==> config.mk <==
export PLATFORM = sky130hd
export DESIGN_NAME = vec_exec_seq_flat
export DESIGN_NICKNAME = d
export VERILOG_FILES = /design/src/rtl/vec_pkg.sv /design/src/rtl/vec_exec_seq_if.sv /design/src/rtl/vec_elem_counter.sv /design/src/rtl/vec_exec_seq.sv /design/src/flat_wrapper.sv
export SDC_FILE = /design/constraint.sdc
export NUM_CORES = 1
export LEC_CHECK = 0
export CAP_MARGIN = 20
export CORE_MARGIN = 2
export CORE_UTILIZATION = 23
export CTS_BUF_LIST = sky130_fd_sc_hd__clkbuf_2
export CTS_CLUSTER_DIAMETER = 60
export DETAILED_ROUTE_END_ITERATION = 8
export GPL_ROUTABILITY_DRIVEN = 0
export SYNTH_ARGS = -nofsm -noshare
export SYNTH_HDL_FRONTEND = slang
export SYNTH_HIERARCHICAL = 1
export SYNTH_SLANG_ARGS = --single-unit
==> constraint.sdc <==
create_clock -name clk -period 2.3 [get_ports clk]
set_input_delay 0.46 -clock clk [delete_from_list [all_inputs] [get_ports clk]]
set_output_delay 0.46 -clock clk [all_outputs]
set_load 0.02 [all_outputs]
==> src/rtl/vec_pkg.sv <==
// Shared definitions for the vector execute sequencer: vector geometry,
// sequencer states, and the ALU opcode encoding used by the EX-stage decoder.
package vec_pkg;

  localparam int VLEN_MAX = 8;
  localparam int IDX_W    = $clog2(VLEN_MAX);

  typedef enum logic [1:0] {
    IDLE = 2'd0,
    RUN  = 2'd1,
    LAST = 2'd2
  } vec_state_e;

  localparam logic [3:0] ALU_ADD = 4'h0;
  localparam logic [3:0] ALU_SUB = 4'h1;
  localparam logic [3:0] ALU_AND = 4'h2;
  localparam logic [3:0] ALU_OR  = 4'h3;
  localparam logic [3:0] ALU_XOR = 4'h4;
  localparam logic [3:0] ALU_SLT = 4'h5;
  localparam logic [3:0] ALU_SLL = 4'h6;
  localparam logic [3:0] ALU_SRL = 4'h7;

  // Requested element count clamped to the register length.
  function automatic logic [3:0] eff_len(input logic [3:0] len);
    return (len > 4'(VLEN_MAX)) ? 4'(VLEN_MAX) : len;
  endfunction

endpackage

==> src/rtl/vec_exec_seq_if.sv <==
// Signals between the execute stage and the vector sequencer.
//
// Handshake: vecStartE is a level valid from EX and stays high for as long
// as the instruction sits in EX. stallPipe is the inverse of ready: while it
// is high EX holds the instruction; the instruction retires on the first
// edge where stallPipe is low. vecWe is a valid with no back-pressure: the
// register file always accepts the write in the cycle it is presented.
interface vec_exec_seq_if;
  import vec_pkg::*;

  logic             vecStartE;
  logic [3:0]       vecLenE;
  logic [3:0]       vecAluCtrlE;
  logic             flushE;
  logic [15:0]      aluResE;
  logic             aluOwnVec;
  logic [3:0]       aluCtrlV;
  logic [IDX_W-1:0] elemIdx;
  logic             stallPipe;
  logic             vecWe;
  logic [IDX_W-1:0] vecWIdx;
  logic [15:0]      vecWData;
  logic             busy;
  logic             done;

  // Pipeline / ALU / register-file side.
  modport master (
    output vecStartE, vecLenE, vecAluCtrlE, flushE, aluResE,
    input  aluOwnVec, aluCtrlV, elemIdx, stallPipe, vecWe, vecWIdx, vecWData,
    input  busy, done
  );

  // Sequencer side.
  modport slave (
    input  vecStartE, vecLenE, vecAluCtrlE, flushE, aluResE,
    output aluOwnVec, aluCtrlV, elemIdx, stallPipe, vecWe, vecWIdx, vecWData,
    output busy, done
  );

endinterface

==> src/rtl/vec_elem_counter.sv <==
// Element index counter. Load starts at index 0 and records the last index
// (len-1); tc flags the last element; clear returns to 0 on a flush.
module vec_elem_counter
  import vec_pkg::*;
(
  input  logic             clk,
  input  logic             rst,
  input  logic             load,
  input  logic             clear,
  input  logic             adv,
  input  logic [3:0]       len,
  output logic [IDX_W-1:0] idx,
  output logic             tc
);

  logic [IDX_W-1:0] last_idx;

  // Index and terminal index registers; len is already clamped to 1..VLEN_MAX.
  always_ff @(posedge clk or negedge rst) begin
    if (!rst) begin
      idx      <= '0;
      last_idx <= '0;
    end else if (clear) begin
      idx <= '0;
    end else if (load) begin
      idx      <= '0;
      last_idx <= IDX_W'(len - 4'd1);
    end else if (adv && !tc) begin
      idx <= idx + 1'b1;
    end
  end

  assign tc = (idx == last_idx);

endmodule

==> src/rtl/vec_exec_seq.sv <==
// Vector execute sequencer: takes the shared EX ALU for one element per
// cycle, stalls the scalar pipeline meanwhile, and writes each element
// result back one cycle after the ALU produced it.
module vec_exec_seq
  import vec_pkg::*;
(
  input  logic                clk,
  input  logic                rst,
  vec_exec_seq_if.slave       bus,
  output vec_state_e          state_dbg
);

  vec_state_e       state, state_nxt;
  logic [3:0]       len_eff;
  logic             start_ok;
  logic             run;
  logic             cnt_load, cnt_clear, cnt_adv;
  logic [IDX_W-1:0] cnt_idx;
  logic             cnt_tc;
  logic [3:0]       ctrl_q;
  logic             wb_we;
  logic [IDX_W-1:0] wb_idx;
  logic [15:0]      wb_data;

  assign len_eff  = eff_len(bus.vecLenE);
  assign start_ok = bus.vecStartE && (len_eff != 4'd0) && !bus.flushE;
  assign run      = (state == RUN);

  vec_elem_counter u_cnt (
    .clk   (clk),
    .rst   (rst),
    .load  (cnt_load),
    .clear (cnt_clear),
    .adv   (cnt_adv),
    .len   (len_eff),
    .idx   (cnt_idx),
    .tc    (cnt_tc)
  );

  // State register.
  always_ff @(posedge clk or negedge rst) begin
    if (!rst) state <= IDLE;
    else      state <= state_nxt;
  end

  // Next state and counter control; LAST never restarts even if start is held.
  always_comb begin
    state_nxt = state;
    cnt_load  = 1'b0;
    cnt_clear = 1'b0;
    cnt_adv   = 1'b0;
    case (state)
      IDLE: begin
        if (start_ok) begin
          state_nxt = RUN;
          cnt_load  = 1'b1;
        end
      end
      RUN: begin
        if (bus.flushE) begin
          state_nxt = IDLE;
          cnt_clear = 1'b1;
        end else if (cnt_tc) begin
          state_nxt = LAST;
        end else begin
          cnt_adv = 1'b1;
        end
      end
      LAST:    state_nxt = IDLE;
      default: state_nxt = IDLE;
    endcase
  end

  // Opcode latched at acceptance so EX may change underneath the operation.
  always_ff @(posedge clk or negedge rst) begin
    if (!rst)                          ctrl_q <= '0;
    else if (state == IDLE && start_ok) ctrl_q <= bus.vecAluCtrlE;
  end

  // Writeback register: captures each element issued in a non-flushed RUN cycle.
  always_ff @(posedge clk or negedge rst) begin
    if (!rst) begin
      wb_we   <= 1'b0;
      wb_idx  <= '0;
      wb_data <= '0;
    end else begin
      wb_we <= run && !bus.flushE;
      if (run && !bus.flushE) begin
        wb_idx  <= cnt_idx;
        wb_data <= bus.aluResE;
      end
    end
  end

  assign bus.aluOwnVec = run;
  assign bus.aluCtrlV  = ctrl_q;
  assign bus.elemIdx   = run ? cnt_idx : '0;
  // The IDLE term is combinational so EX holds in the start cycle itself;
  // gating with rst keeps the stall low while reset is applied.
  assign bus.stallPipe = run || (state == IDLE && start_ok && rst);
  assign bus.vecWe     = wb_we;
  assign bus.vecWIdx   = wb_idx;
  assign bus.vecWData  = wb_data;
  assign bus.busy      = (state != IDLE);
  assign bus.done      = (state == LAST);
  assign state_dbg     = state;

endmodule

==> src/flat_wrapper.sv <==
// flat-port wrapper written by rule: the top's interface ports become plain ports
module vec_exec_seq_flat import vec_pkg::*;
  (clk, rst, state_dbg, bus_vecStartE, bus_vecLenE, bus_vecAluCtrlE, bus_flushE, bus_aluResE, bus_aluOwnVec, bus_aluCtrlV, bus_elemIdx, bus_stallPipe, bus_vecWe, bus_vecWIdx, bus_vecWData, bus_busy, bus_done);
  vec_exec_seq_if bus_i ();
  input  logic clk;
  input  logic rst;
  output vec_state_e state_dbg;
  input wire logic [$bits(bus_i.vecStartE)-1:0] bus_vecStartE;
  input wire logic [$bits(bus_i.vecLenE)-1:0] bus_vecLenE;
  input wire logic [$bits(bus_i.vecAluCtrlE)-1:0] bus_vecAluCtrlE;
  input wire logic [$bits(bus_i.flushE)-1:0] bus_flushE;
  input wire logic [$bits(bus_i.aluResE)-1:0] bus_aluResE;
  output wire logic [$bits(bus_i.aluOwnVec)-1:0] bus_aluOwnVec;
  output wire logic [$bits(bus_i.aluCtrlV)-1:0] bus_aluCtrlV;
  output wire logic [$bits(bus_i.elemIdx)-1:0] bus_elemIdx;
  output wire logic [$bits(bus_i.stallPipe)-1:0] bus_stallPipe;
  output wire logic [$bits(bus_i.vecWe)-1:0] bus_vecWe;
  output wire logic [$bits(bus_i.vecWIdx)-1:0] bus_vecWIdx;
  output wire logic [$bits(bus_i.vecWData)-1:0] bus_vecWData;
  output wire logic [$bits(bus_i.busy)-1:0] bus_busy;
  output wire logic [$bits(bus_i.done)-1:0] bus_done;
  assign bus_i.vecStartE = bus_vecStartE;
  assign bus_i.vecLenE = bus_vecLenE;
  assign bus_i.vecAluCtrlE = bus_vecAluCtrlE;
  assign bus_i.flushE = bus_flushE;
  assign bus_i.aluResE = bus_aluResE;
  assign bus_aluOwnVec = bus_i.aluOwnVec;
  assign bus_aluCtrlV = bus_i.aluCtrlV;
  assign bus_elemIdx = bus_i.elemIdx;
  assign bus_stallPipe = bus_i.stallPipe;
  assign bus_vecWe = bus_i.vecWe;
  assign bus_vecWIdx = bus_i.vecWIdx;
  assign bus_vecWData = bus_i.vecWData;
  assign bus_busy = bus_i.busy;
  assign bus_done = bus_i.done;
  vec_exec_seq u_core (.clk(clk), .rst(rst), .bus(bus_i), .state_dbg(state_dbg));
endmodule
==> results of run 1 <==
-- state kept, by name, indices dropped and copies added (netlist names) --
| signal | cells |
|---|---|
| u_core/bus.aluCtrlV | 4 |
| u_core/bus.vecWData | 16 |
| u_core/bus.vecWIdx | 3 |
| u_core/bus.vecWe | 1 |
| u_core/state_dbg | 2 |
| u_core/u_cnt/idx | 3 |
| u_core/u_cnt/last_idx | 3 |
-- per-stage QoR --
stage / cells / setup slack, ns / total power [mW] / area [µm²]
finish: 261 / 0.116 / 2.59 / 2230
global route: 261 / 0.0352 / 2.79 / 2230
CTS: 261 / 0.0948 / 2.64 / 2230
detailed placement: 253 / -0.567 / 2.36 / 2180
global placement: 253 / -0.560 / 2.34 / 2180
floorplan: 113 / 0.0327 / 1.71 / 1460
-- metal layers --
metal / routed length [µm] / vias to the layer above / part of all wire
li1: - / 537 / -
met1: 1470 / 554 / 0.44
met2: 1610 / 39 / 0.49
met3: 208 / 3 / 0.063
met4: 27 / 0 / 0.0082
met5: 0 / - / 0
-- where the power goes --
part / switching (mW) / leakage, nW / total, mW / internal [mW]
Sequential: 0.142 / 0.394 / 0.943 / 0.801
Combinational: 0.645 / 0.531 / 1.37 / 0.730
Clock: 0.190 / 0.0306 / 0.271 / 0.0816
Total: 0.977 / 0.955 / 2.59 / 1.61
-- worst reg2reg max path: cells and delay by family (launching register included) --
family          cells  cell delay (ns)
buf+inv             1             0.05
compound gates      1             0.04
flops               1             0.42
xor+xnor            1             0.47
simple gates        4             0.99
-- final cells by class --
| cell class | count | area, µm² |
|---|---|---|
| Sequential cell | 32 | 801 |
| Clock inverter | 1 | 3.75 |
| Multi-Input combinational cell | 75 | 648 |
| Clock buffer | 7 | 35.0 |
| Tap cell | 77 | 96.3 |
| Fill cell | 660 | 4010 |
| Timing Repair Buffer | 66 | 637 |
| Inverter | 3 | 11.3 |
-- cells in the final DEF, fill, tap and decap left out, types with 3 or more instances in the layout --
cell / n
clkdlybuf4s50_1: 56
dfrtp_1: 32
mux2_2: 23
clkbuf_2: 7
and2_1: 6
buf_4: 6
nand2_1: 6
nor2b_1: 4
xnor2_1: 4
dlygate4sd2_1: 3
inv_1: 3
o21ai_0: 3
-- worst paths after layout --
kind,start,endpoint
worst max-delay path,bus_vecLenE[1],bus_stallPipe
worst min-delay path,u_core/bus.vecWData[13],u_core/bus.vecWData[13]
worst max register to register,u_core/u_cnt/idx[0],u_core/u_cnt/idx[0]
worst min register to register,u_core/bus.vecWData[13],u_core/bus.vecWData[13]
max in group asynchronous,rst,u_core/state_dbg[1]
min in group asynchronous,rst,u_core/bus.vecWData[14]
==> results.cfg, run 1 <==
[clock_network]
htreeDepth = 2
clock_latency_ns = 0.36
postCtsSetupBuffers = 0
cts_inserted_buffers = 5
ctsHoldBuffers = 0
clk_pin_slew_ns = 0.17
post_cts_resized = 10
clockBufferDepth = 2
root_buffer = clkbuf_2
tritoncts = yes
clkSinkCount = 32

[floorplanning]
dieArea_um2 = 6990
ioPinCount = 61
start_util = 0.234
core_area_um2 = 6240
rows = 29
dieWidth_um = 83.6
die_h_um = 83.6

[global_route]
met2_usage = 0.167
antenna_found_initial = 0
grt_pass1_wl_mm = 5.78
grt-ovfl-total = 0
use_met3 = 0.0406
gr-usage-met1 = 0.127
grt_usage = 0.104
grt_max_degree = 33
grt_busiest_layer = met2
grt_pass1_vias = 1247

[critical_path]
crit_fanout = 2
crit_slowest_cell = clkdlybuf4s50_1
cp_num_buf_inv = 2
cp.required_ns = 1.84
arrival_ns = 1.72
critPathLaunchType = input port
worst_path_largest_cell_delay_ns = 0.45
cp_cell_sequence = clkdlybuf4s50_1, nor4_4, nor4b_4, a21o_1, buf_2
crit_cells = 5
crit_path_end_kind = output pin
r2r.worst_path.cells = 7
critical_path_class = input port to output pin
reg2reg_setup_slack_ns = 0.25
cp_top_family = buffers and inverters

[sta]
period_needed_ns = 2.18
slew_viol_final = 0
hold_ws_ns = 0.525
post-route-period-util = 0.950
hold_violations = 0
fmax_mhz = 458
setup_viol = 0
tns_ns = 0
fin_skew_ns = 0.0119
worstMarginPinSlew_ns = 0.544
rsz0062_at_grt = no
relSlewSlack = 0.635

[route]
dr.pass1.iters = 4
drt_iter0_markers = 27
wl_per_cell_um = 12.7
drc = 0
vias = 1133
vias_per_cell = 4.34
postRouteAntennaNets = 0
routed_wirelength_mm = 3.31

[min_path]
whs_path_depth = 1
hold_class = flip-flop to flip-flop

[power_and_ir_drop]
p_leak_nw = 0.955
irDropWorstVdd_mv = 0.487
powerDensity_nw_per_um2 = 1160

[synthesis]
netlist_area_um2 = 1460
syn-instance-count = 113
synth_nets = 143
syn_avg_cell_area_um2 = 12.9
yosys_warnings = 6

[placement]
dp.final_hpwl_mm = 2.46
io_buffers = 60

[cells_and_area]
area_delta_synth_final_pct = 53.1
final_core_util = 0.358
layout.nets = 213
antenna_cells = 0
layout-drive-gt1-share = 0.250

[flow_run]
drv_cap = 0

[run_status]
status = complete, no violations
Power figures use the tool's default switching activity.
==> run 2: changes to the inputs <==
==> constraint.sdc (replaced) <==
create_clock -name clk -period 2.83 [get_ports clk]
set_input_delay 0.566 -clock clk [delete_from_list [all_inputs] [get_ports clk]]
set_output_delay 0.566 -clock clk [all_outputs]
set_load 0.02 [all_outputs]
==> run 2 against run 1 <==
  * Combinational power fell by 20%
  * Sequential share of layout area fell by 0.16 points
  * Total power fell by 16%
  * Count of clock-buffer cells in the layout fell by 1
  * Sequential cell count unchanged
  * Highest routed layer unchanged
  * Critical path type is now flip-flop to output pin
  * Largest cell class unchanged
  * First-iteration DRC count rose by 63%
  * Worst setup slack improved by 0.24 ns
==> results.cfg, run 2 (synthesis gave the netlist of run 1 again) <==
[clock_network]
clkSinkCount = 32
tritoncts = yes
ctsHoldBuffers = 0
clockBufferDepth = 2
clk_pin_slew_ns = 0.17
htreeDepth = 2
clock_latency_ns = 0.36
cts_inserted_buffers = 5
root_buffer = clkbuf_2

[sta]
hold_ws_ns = 0.525
finalWorstSetupSlack_ns = 0.353
fmax_mhz = 404
setup_viol = 0
slew_viol_final = 0
rsz0062_at_grt = no
post-route-period-util = 0.875
tns_ns = 0
fin_skew_ns = 0.0180
worstMarginPinSlew_ns = 0.507
period_needed_ns = 2.48
hold_violations = 0
relSlewSlack = 0.660

[route]
drt_iter0_markers = 44
routed_wirelength_mm = 3.19
postRouteAntennaNets = 0
wl_per_cell_um = 12.4
vias_per_cell = 4.40
dr.pass1.iters = 4
drc = 0
vias = 1136

[power_and_ir_drop]
p_leak_nw = 0.947
p_seq_frac = 0.356
power_frac_comb = 0.503
power.net_switching_uw = 788
powerDensity_nw_per_um2 = 969
p_total_mw = 2.17
p_sw_frac = 0.362
irDropWorstVdd_mv = 0.487
pwr-share-clk = 0.141
p_int_mw = 1.39

[floorplanning]
start_util = 0.234
ioPinCount = 61
core_area_um2 = 6240
dieWidth_um = 83.6
rows = 29
die_h_um = 83.6
dieArea_um2 = 6990

[cells_and_area]
final_common_cell = clkdlybuf4s50_1
final_cells = 258
largest_reg_flops = 16
layout-drive-gt1-share = 0.238
final_core_util = 0.359
finalInstanceArea_um2 = 2240
fill_cells = 637
layout.nets = 210
antenna_cells = 0
most-common-layout-cells = 59 x clkdlybuf4s50_1, 32 x dfrtp_1, 23 x mux2_2
area_delta_synth_final_pct = 53.8

[placement]
placed_cell_area_um2 = 2160
placedCellCount = 250
dp.final_hpwl_mm = 2.35
io_buffers = 60
dp_slack_ns = -0.210

[global_route]
antenna_found_initial = 0
grt_usage = 0.0990
grt_max_degree = 33
grt_pass1_wl_mm = 5.48
grt-ovfl-total = 0
grt_pass1_vias = 1165

[critical_path]
r2r_start = u_core/u_cnt/idx[0]
startpoint = u_core/state_dbg[0]
critical_path_class = flip-flop to output pin
crit_path_end_kind = output pin
critPathLaunchType = flip-flop
arrival_ns = 1.91
cp.required_ns = 2.26
crit_fanout = 7

[flow_run]
drv_cap = 0

[min_path]
hp-start = u_core/bus.vecWData[14]
hold_class = flip-flop to flip-flop

[run_status]
status = complete, no violations
[run 2: repair_timing]
action,CTS,global route
gates resized for setup,2,1
endpoints found under the setup margin,1,1
setup buffers,0,0
gates cloned,0,0
pin swaps,1,0
[run 2: final timing paths]
kind | to | slack, ns | cells after the start
max in group asynchronous | u_core/bus.vecWData[0] | 1.82 | 2
hold reg to reg | u_core/bus.vecWData[14] | 0.53 | 1
hold / removal | u_core/bus.vecWData[14] | 0.53 | 1
setup reg to reg | u_core/u_cnt/idx[0] | 0.62 | 7
setup / recovery | bus_elemIdx[1] | 0.35 | 3
min in group asynchronous | u_core/bus.vecWData[7] | 0.70 | 2
[run 2: power groups by stage]
stage / clock network, mW / registers (mW) / logic (mW)
after floorplan: 0 / 0.976 / 0.410
after global placement: 0 / 0.785 / 1.10
after detailed placement: 0 / 0.787 / 1.10
after CTS: 0.321 / 0.778 / 1.11
after global routing: 0.351 / 0.810 / 1.17
final: 0.306 / 0.773 / 1.09
[run 2: worst max-delay path, stage by stage (launching register included)]
cell and delay (ns):
dfrtp_1 0.44, nor2b_2 0.30, and2_1 0.18, clkdlybuf4s50_1 0.62
[run 2: cell type report]
class / count / area [µm²] / area share
clock buffer: 6 / 30.0 / 0.0134
clock inverter: 2 / 35.0 / 0.0156
inverter: 3 / 11.3 / 0.00502
multi-input combinational: 75 / 643 / 0.287
sequential: 32 / 801 / 0.357
tap: 77 / 96.3 / 0.0430
timing repair buffer: 63 / 626 / 0.279
[run 2: per-layer routing]
metal / GRT usage / wire [µm] / part of all wire / up-vias
met4: 0.0396 / 49 / 0.015 / 0
met1: 0.128 / 1440 / 0.45 / 551
li1: - / - / - / 533
met5: 0 / 0 / 0 / -
met2: 0.151 / 1430 / 0.45 / 45
met3: 0.0356 / 264 / 0.083 / 7
